`config.mk`:
```
export PLATFORM = sky130hd
export DESIGN_NAME = game_round_ctrl
export DESIGN_NICKNAME = d
export VERILOG_FILES = /design/src/rtl/game_round_ctrl.sv
export SDC_FILE = /design/constraint.sdc
export NUM_CORES = 1
export LEC_CHECK = 0
export ABC_AREA = 1
export BUFFER_PORTS_ARGS = -buffer_cell sky130_fd_sc_hd__buf_2
export CORE_UTILIZATION = 36
export CTS_CLUSTER_DIAMETER = 150
export DETAILED_ROUTE_END_ITERATION = 12
export SLEW_MARGIN = 20
export SYNTH_ARGS = -nofsm -noshare
export SYNTH_HDL_FRONTEND = slang
export SYNTH_SLANG_ARGS = --single-unit
```
`constraint.sdc`:
```
create_clock -name CLK -period 2.25 [get_ports CLK]
set_clock_uncertainty 0.15 [all_clocks]
set_input_delay 0 -clock CLK [delete_from_list [all_inputs] [get_ports CLK]]
set_output_delay 0 -clock CLK [all_outputs]
set_load 0.01 [all_outputs]
```
`src/rtl/game_round_ctrl.sv`:
```
// rtl/game_round_ctrl.sv - round sequencer driving the countdown timer's Start and game_over inputs
//
// Purpose: steps through NUM_ROUNDS rounds, tracks round number and lives,
//          and declares win or lose. The timer's time_up feeds back here.
// Optional feature: define LIFE_BONUS_EN so that a cleared round which leads
//          into RESTART also restores one life, saturating at NUM_LIVES.
// Ports:
//   CLK, RESET_N            clock; asynchronous active-low reset
//   btn_start, btn_pause    debounced buttons (levels; rising edges are used)
//   goal_hit, player_dead   game logic round results (levels)
//   time_up                 timer has reached REACH
//   timer_start             one-cycle pulse to the timer Start input
//   timer_stop              level to the timer game_over input
//   in_play                 high while in RUN
//   round_num [3:0]         current round, 1-based
//   lives [1:0]             remaining lives
//   ctrl_state [2:0]        IDLE=0 RUN=1 PAUSED=2 ROUND_END=3 RESTART=4 WIN=5 LOSE=6
//   win, lose               high while in WIN / LOSE
module game_round_ctrl #(
  parameter int NUM_ROUNDS = 5,
  parameter int NUM_LIVES  = 3,
  parameter int END_HOLD   = 100_000_000
) (
  input  logic       CLK,
  input  logic       RESET_N,
  input  logic       btn_start,
  input  logic       btn_pause,
  input  logic       goal_hit,
  input  logic       player_dead,
  input  logic       time_up,
  output logic       timer_start,
  output logic       timer_stop,
  output logic       in_play,
  output logic [3:0] round_num,
  output logic [1:0] lives,
  output logic [2:0] ctrl_state,
  output logic       win,
  output logic       lose
);

  typedef enum logic [2:0] {
    IDLE      = 3'd0,
    RUN       = 3'd1,
    PAUSED    = 3'd2,
    ROUND_END = 3'd3,
    RESTART   = 3'd4,
    WIN       = 3'd5,
    LOSE      = 3'd6
  } state_t;

  // The hold counter must reach END_HOLD itself: ROUND_END lasts END_HOLD+1 cycles
  // (counter values 0..END_HOLD-1, then one evaluation cycle).
  localparam int HW = $clog2(END_HOLD + 1);
  localparam logic [HW-1:0] HOLD_LAST  = HW'(END_HOLD);
  localparam logic [3:0]    ROUND_LAST = 4'(NUM_ROUNDS);
  localparam logic [1:0]    LIVES_INIT = 2'(NUM_LIVES);

  state_t          state_q, state_d;
  logic [3:0]      round_d;
  logic [1:0]      lives_d;
  logic            clear_q, clear_d;
  logic [HW-1:0]   hold_q, hold_d;
  logic [1:0]      rcnt_q, rcnt_d;
  logic            tstart_d;
  logic            start_q, pause_q;
  logic            start_rise, pause_rise;

  // Edge registers reset to 0, so a button held through reset release gives one rise.
  assign start_rise = btn_start & ~start_q;
  assign pause_rise = btn_pause & ~pause_q;

  assign ctrl_state = state_q;

  always_ff @(posedge CLK or negedge RESET_N) begin
    if (!RESET_N) begin
      state_q     <= IDLE;
      round_num   <= 4'd1;
      lives       <= LIVES_INIT;
      clear_q     <= 1'b0;
      hold_q      <= '0;
      rcnt_q      <= 2'd0;
      start_q     <= 1'b0;
      pause_q     <= 1'b0;
      timer_start <= 1'b0;
      timer_stop  <= 1'b0;
      in_play     <= 1'b0;
      win         <= 1'b0;
      lose        <= 1'b0;
    end else begin
      state_q     <= state_d;
      round_num   <= round_d;
      lives       <= lives_d;
      clear_q     <= clear_d;
      hold_q      <= hold_d;
      rcnt_q      <= rcnt_d;
      start_q     <= btn_start;
      pause_q     <= btn_pause;
      timer_start <= tstart_d;
      // Level outputs are registered from the next state so they line up with ctrl_state.
      timer_stop  <= (state_d == ROUND_END);
      in_play     <= (state_d == RUN);
      win         <= (state_d == WIN);
      lose        <= (state_d == LOSE);
    end
  end

  always_comb begin
    state_d  = state_q;
    round_d  = round_num;
    lives_d  = lives;
    clear_d  = clear_q;
    hold_d   = hold_q;
    rcnt_d   = rcnt_q;
    tstart_d = 1'b0;

    case (state_q)
      IDLE: begin
        if (start_rise) begin
          state_d  = RUN;
          tstart_d = 1'b1;
          round_d  = 4'd1;
          lives_d  = LIVES_INIT;
        end
      end

      RUN: begin
        if (pause_rise) begin
          state_d = PAUSED;
        end else if (goal_hit) begin
          // goal_hit wins over a same-cycle time_up / player_dead.
          state_d = ROUND_END;
          clear_d = 1'b1;
          hold_d  = '0;
        end else if (player_dead || time_up) begin
          state_d = ROUND_END;
          clear_d = 1'b0;
          hold_d  = '0;
        end
      end

      PAUSED: begin
        if (start_rise || pause_rise) begin
          state_d  = RUN;
          tstart_d = 1'b1;
        end
      end

      ROUND_END: begin
        if (hold_q == HOLD_LAST) begin
          hold_d = '0;
          if (clear_q) begin
            if (round_num >= ROUND_LAST) begin
              state_d = WIN;
            end else begin
              state_d  = RESTART;
              rcnt_d   = 2'd0;
              tstart_d = 1'b1;
              round_d  = round_num + 4'd1;
`ifdef LIFE_BONUS_EN
              if (lives < LIVES_INIT) begin
                lives_d = lives + 2'd1;
              end
`endif
            end
          end else begin
            if (lives <= 2'd1) begin
              state_d = LOSE;
              lives_d = 2'd0;
            end else begin
              state_d  = RESTART;
              rcnt_d   = 2'd0;
              tstart_d = 1'b1;
              lives_d  = lives - 2'd1;
            end
          end
        end else begin
          hold_d = hold_q + 1'b1;
        end
      end

      RESTART: begin
        // r=0 pulse is issued on entry; the second pulse lands on r=3.
        if (rcnt_q == 2'd3) begin
          state_d = RUN;
          rcnt_d  = 2'd0;
        end else begin
          rcnt_d = rcnt_q + 2'd1;
          if (rcnt_q == 2'd2) begin
            tstart_d = 1'b1;
          end
        end
      end

      WIN, LOSE: begin
        if (start_rise) begin
          state_d  = IDLE;
          tstart_d = 1'b1;
        end
      end

      default: begin
        state_d = IDLE;
      end
    endcase
  end

endmodule

```
After elaboration in Yosys (flattened, before gate mapping)

Index checks and enable logic that the tools add are counted.

Register bits: 46
Input port bits: 7
Output and inout port bits: 14
Logic and storage cells: 104

$add $sub $neg: 4
$lt $le $gt $ge: 2
Eq/ne operators: 22
Mux-type cells: 44
Bitwise operators: 5
Reduce and logical (&&, ||, !) cells: 14

Operators with widths:

| cell                                                                                 | count |
|---|---|
| 27-bit two-way mux                                                                   | 4 |
| 27-bit case mux with 2 select lines                                                  | 1 |
| 27-bit by 1-bit adder with 27-bit output (second input constant)                     | 1 |
| 27-bit equality test (second input constant)                                         | 1 |
| 3-bit two-way mux                                                                    | 9 |
| 2-bit two-way mux                                                                    | 10 |
| 3-bit case mux with 6 select lines                                                   | 1 |
| 4-bit two-way mux                                                                    | 4 |
| 3-bit equality test (second input constant)                                          | 5 |
| 2-bit inequality test (second input constant)                                        | 6 |
| 1-bit two-way mux                                                                    | 11 |
| 3-bit by 2-bit equality test with 1-bit output (second input constant)               | 3 |
| 3-bit inequality test (second input constant)                                        | 3 |
| 2-bit case mux with 2 select lines                                                   | 2 |
| 4-bit case mux with 2 select lines                                                   | 1 |
| 4-bit AND reduction                                                                  | 2 |
| 2-bit nonzero test                                                                   | 4 |
| 3-bit by 1-bit equality test with 1-bit output (second input constant)               | 2 |
| 3-bit AND reduction                                                                  | 2 |
| 5-bit AND reduction                                                                  | 1 |
| 4-bit by 1-bit adder with 4-bit output (second input constant)                       | 1 |
| 2-bit equality test (second input constant)                                          | 2 |
| 4-bit by 3-bit greater-or-equal comparator with 1-bit output (second input constant) | 1 |
| 1-bit case mux with 4 select lines                                                   | 1 |
| other kinds (9)                                                                      | 13 |

Depth between registers and ports, before layout

Depth after elaboration: 6
Gate-level depth with buffers: 13
Gate-level depth less buffers: 13

Worst setup path after synthesis

No wires, ideal clock.

Path kind: reg2reg
Start: register hold_q[0]
End: register round_num[2]
Data arrival time: 1.431 ns
Data required time: 1.982 ns
Slack: 0.551 ns
Cell stages (with the launch flop): 13
Path buffers: 1
Path through: dfrtp_1 -> inv_2 -> ha_1 -> nand2_1 -> nor2_1 -> nand2_1 -> nor2_1 -> nand2_2 -> nand2_2 -> buf_6 -> nand3_2 -> nand2_1 -> nand2_1

Cells in the longest elaborated chain, start to end: 3

RTL lines:

| element                                | line | text |
|---|---|---|
| from (decl)                            | 62   | `logic [HW-1:0] hold_q, hold_d;` |
| from (signal assigned)                 | 94   | `hold_q <= hold_d;` |
| 27-bit equality test                   | 149  | `if (hold_q == HOLD_LAST) begin` |
| 2-bit inequality test (no source line) | n/a  |  |
| 5-bit AND reduction (no source line)   | n/a  |  |
| to (signal assigned)                   | 91   | `round_num <= round_d;` |
| to (decl)                              | 34   | `output logic [3:0] round_num,` |

No other way between the ends.
A chain may end at the register's enable or synchronous reset.

Final worst setup path

Start: register hold_q[0]
End: register in_play

Cells in the longest elaborated chain, start to end: 4

RTL lines:

| element                                        | line | text |
|---|---|---|
| 27-bit equality test                           | 149  |  |
| 3-bit two-way mux                              | 149  |  |
| 3-bit case mux with 6 select lines             | 116  | `case (state_q)` |
| via state_d[0]                                 | 58   | `state_t state_q, state_d;` |
| 3-bit by 1-bit equality test with 1-bit output | 101  | `in_play <= (state_d == RUN);` |
| to (signal assigned)                           | 101  |  |
| to (decl)                                      | 33   | `output logic in_play,` |

The timed path passes the listed nets, and every way through them passes these cells.

==> results.toml <==
[run_status]
status = "completed"

[clock_network]
cts_buffer_depth = 2
clk_latency_ps = 310
clkTransAtPathRegs_ps = 90
cts_root_buf = "clkbuf_8"
clock-sinks = 46
cts_resized = 0
htree_levels = 2
numCtsBuffers = 5
cts_tree = "built"

[synthesis]
synth_area_leaders = "dfrtp_1, nand2_1, nor2_1"
syn_inst = 462
avgSynthCellArea_um2 = 6.714
synth_edf_count = 0
netlist-cell-type-count = 31
synth_most_common_cell = "nand2_1"
synth_flop_cell = "dfrtp_1"
synth_top_area_frac = 0.3469
syn-cell-area_um2 = 3102
yosys.area.top_type = "dfrtp_1"
async_flop_share = 1.000
yosysSeqAreaShare = 0.3723
syn-num-nets = 476
yosys_warnings = 0
netlist_top_cells_count = "nand2_1, nor2_1, inv_1"
ys_ff_latch = 46

[sta]
slew_viol_final = 0
fin_crit_ps = 1955
finalSetupTns_ps = 0
clock.fmax_mhz = 511.4
worstMarginPinSlew_ps = 784.3
rsz0062_at_grt = "false"
setup_viol = 0
fin_crit_sh = 0.8691
hold_viol_final = 0
slew_headroom = 0.4772

[critical_path]
rrSetupSlack_ps = 290
r2r.worst_path.cells = 11
critPathKind = "reg -> reg"
crit_arrival_ps = 2010
r2r-start = "hold_q[0]"
cp_max_fo = 11
start_kind = "flop"
endpoint_kind = "flop"
worstPathRequired_ps = 2300
reg2reg_to = "in_play"

[layout]
stdcell_count = 595
n_antenna_cell = 0
nNetsFinal = 503
drive_gt1_frac = 0.1224
syn_to_final_growth_pct = 10.81

[min_path]
worstHoldPathType = "in -> reg"
holdPathStages = 7
hold-path-endpoint = "ctrl_state[1]"
hold_start = "player_dead"

[global_route]
antenna_found_initial = 0
grtUsageTotal = 0.1914
grt_overflow = 0
grt_max_degree = 34
grt_pass1_wl_um = 13170
grt_pass1_vias = 2781

[routing]
viasPerCell = 4.995
drtIter0Drc = 144
drc = 0
routed_wl_um = 7839
drt-pass1-iter-count = 5
wl_per_cell_um = 13.17
vias = 2972
antenna_left = 0

[die]
fp-row-count = 33
die_w_um = 94.82
io-pin-count = 21
core_um2 = 8258
die_h_um = 94.82
dieArea_um2 = 8991
initial_core_util = 0.3756

[power]
cellPowerDensity_nw_per_um2 = 1153
ir_drop_mv = 0.6987
leakagePower_nw = 1.585

[placed_design]
gp_congestion = 0.8795
portBuffers = 20
placedCellCount = 582
dp_hpwl_um = 5839

[run]
max-cap-violations = 0
worst max-delay path, stage by stage (launching register included):
cell and delay [ps]:
dfrtp_1 480, inv_2 100, ha_1 180, nand2_1 70
nor2_1 80, nand2_1 60, nor2_1 150, nand2_2 80
nand2_2 200, nand2_1 150, nand3_1 120, nor2_1 50
worst max-delay path by stage:
stage | cells after the start | endpoint | slack [ps] | start
floorplan | 12 | round_num[2] | 550 | hold_q[0]
global placement | 11 | in_play | 350 | hold_q[0]
detailed placement | 11 | in_play | 310 | hold_q[0]
CTS | 11 | in_play | 300 | hold_q[0]
global route | 11 | in_play | 120 | hold_q[0]
finish | 11 | in_play | 290 | hold_q[0]
per-stage QoR:
step | hold slack, ps | power (mW) | util | setup WS [ps] | area [um2]
after floorplan | -445.6 | 2.901 | - | 550.7 | 3102
after global placement | -31.72 | 3.406 | 0.4002 | 350.5 | 3304
after CTS | 13.59 | 3.979 | 0.4162 | 296.8 | 3437
after global routing | 96.80 | 4.329 | 0.4162 | 116.1 | 3437
final | 15.32 | 3.964 | 0.4162 | 294.5 | 3437
after detailed placement | -27.21 | 3.434 | 0.4002 | 312.9 | 3304
final cells by class:
type | count | area, um2
Clock buffer | 6 | 72.57
Sequential cell | 46 | 1155
Multi-Input combinational cell | 352 | 1675
Clock inverter | 2 | 10.01
Timing Repair Buffer | 30 | 187.7
Tap cell | 105 | 131.4
Inverter | 54 | 205.2
Fill cell | 889 | 4821
logic make-up (layout without fill, tap and decap cells):
logic type | after synthesis | after routing | synth area share
AO/OA/AOI/OAI | 36 | 36 | 0.06575
XOR/XNOR | 11 | 11 | 0.03106
adder cells (fa/ha/maj) | 7 | 7 | 0.02824
buffers and inverters | 64 | 92 | 0.08753
flip-flops | 46 | 46 | 0.3723
AND/OR/NAND/NOR | 298 | 298 | 0.4151
state kept, by name, summed over array words and instances, names as in the netlist, 2 cells and up:
register	cells
lives	2
ctrl_state	3
round_num	4
hold_q	27
rcnt_q	2
repair_timing:
action | in CTS | in global routing
buffers inserted | 0 | 0
setup endpoints to repair | 0 | 0
hold buffers | 5 | 0
hold endpoints to repair | 32 | 0
metal layers:
metal | up-vias | share of wire | track usage
met5 | - | 0 | 0
met3 | 10 | 0.042 | 0.02979
met4 | 0 | 0.011 | 0.05051
li1 | 1511 | - | -
met1 | 1383 | 0.46 | 0.2480
met2 | 68 | 0.49 | 0.3297
power by group:
part | leakage (nW) | switching (mW) | internal [mW] | total (mW)
combinational | 0.930 | 1.16 | 0.657 | 1.82
clock | 0.0450 | 0.296 | 0.216 | 0.512
sequential | 0.611 | 0.480 | 1.15 | 1.63
cells in the final DEF (no fill, tap or decap), types with 3 or more instances in the layout:
cell type	instances
nand3_1	43
o21ai_0	9
buf_2	20
dlygate4sd3_1	5
clkbuf_8	5
nand2_1	145
dfrtp_1	43
nor2_2	4
ha_1	7
nand4_1	15
nand2_2	6
inv_2	5
inv_1	47
nor2_1	78
nor2_4	4
buf_4	5
o21ai_1	17
dfstp_2	3
xor2_1	10
o22ai_1	3
No activity file was read; power rests on OpenSTA's default activity.
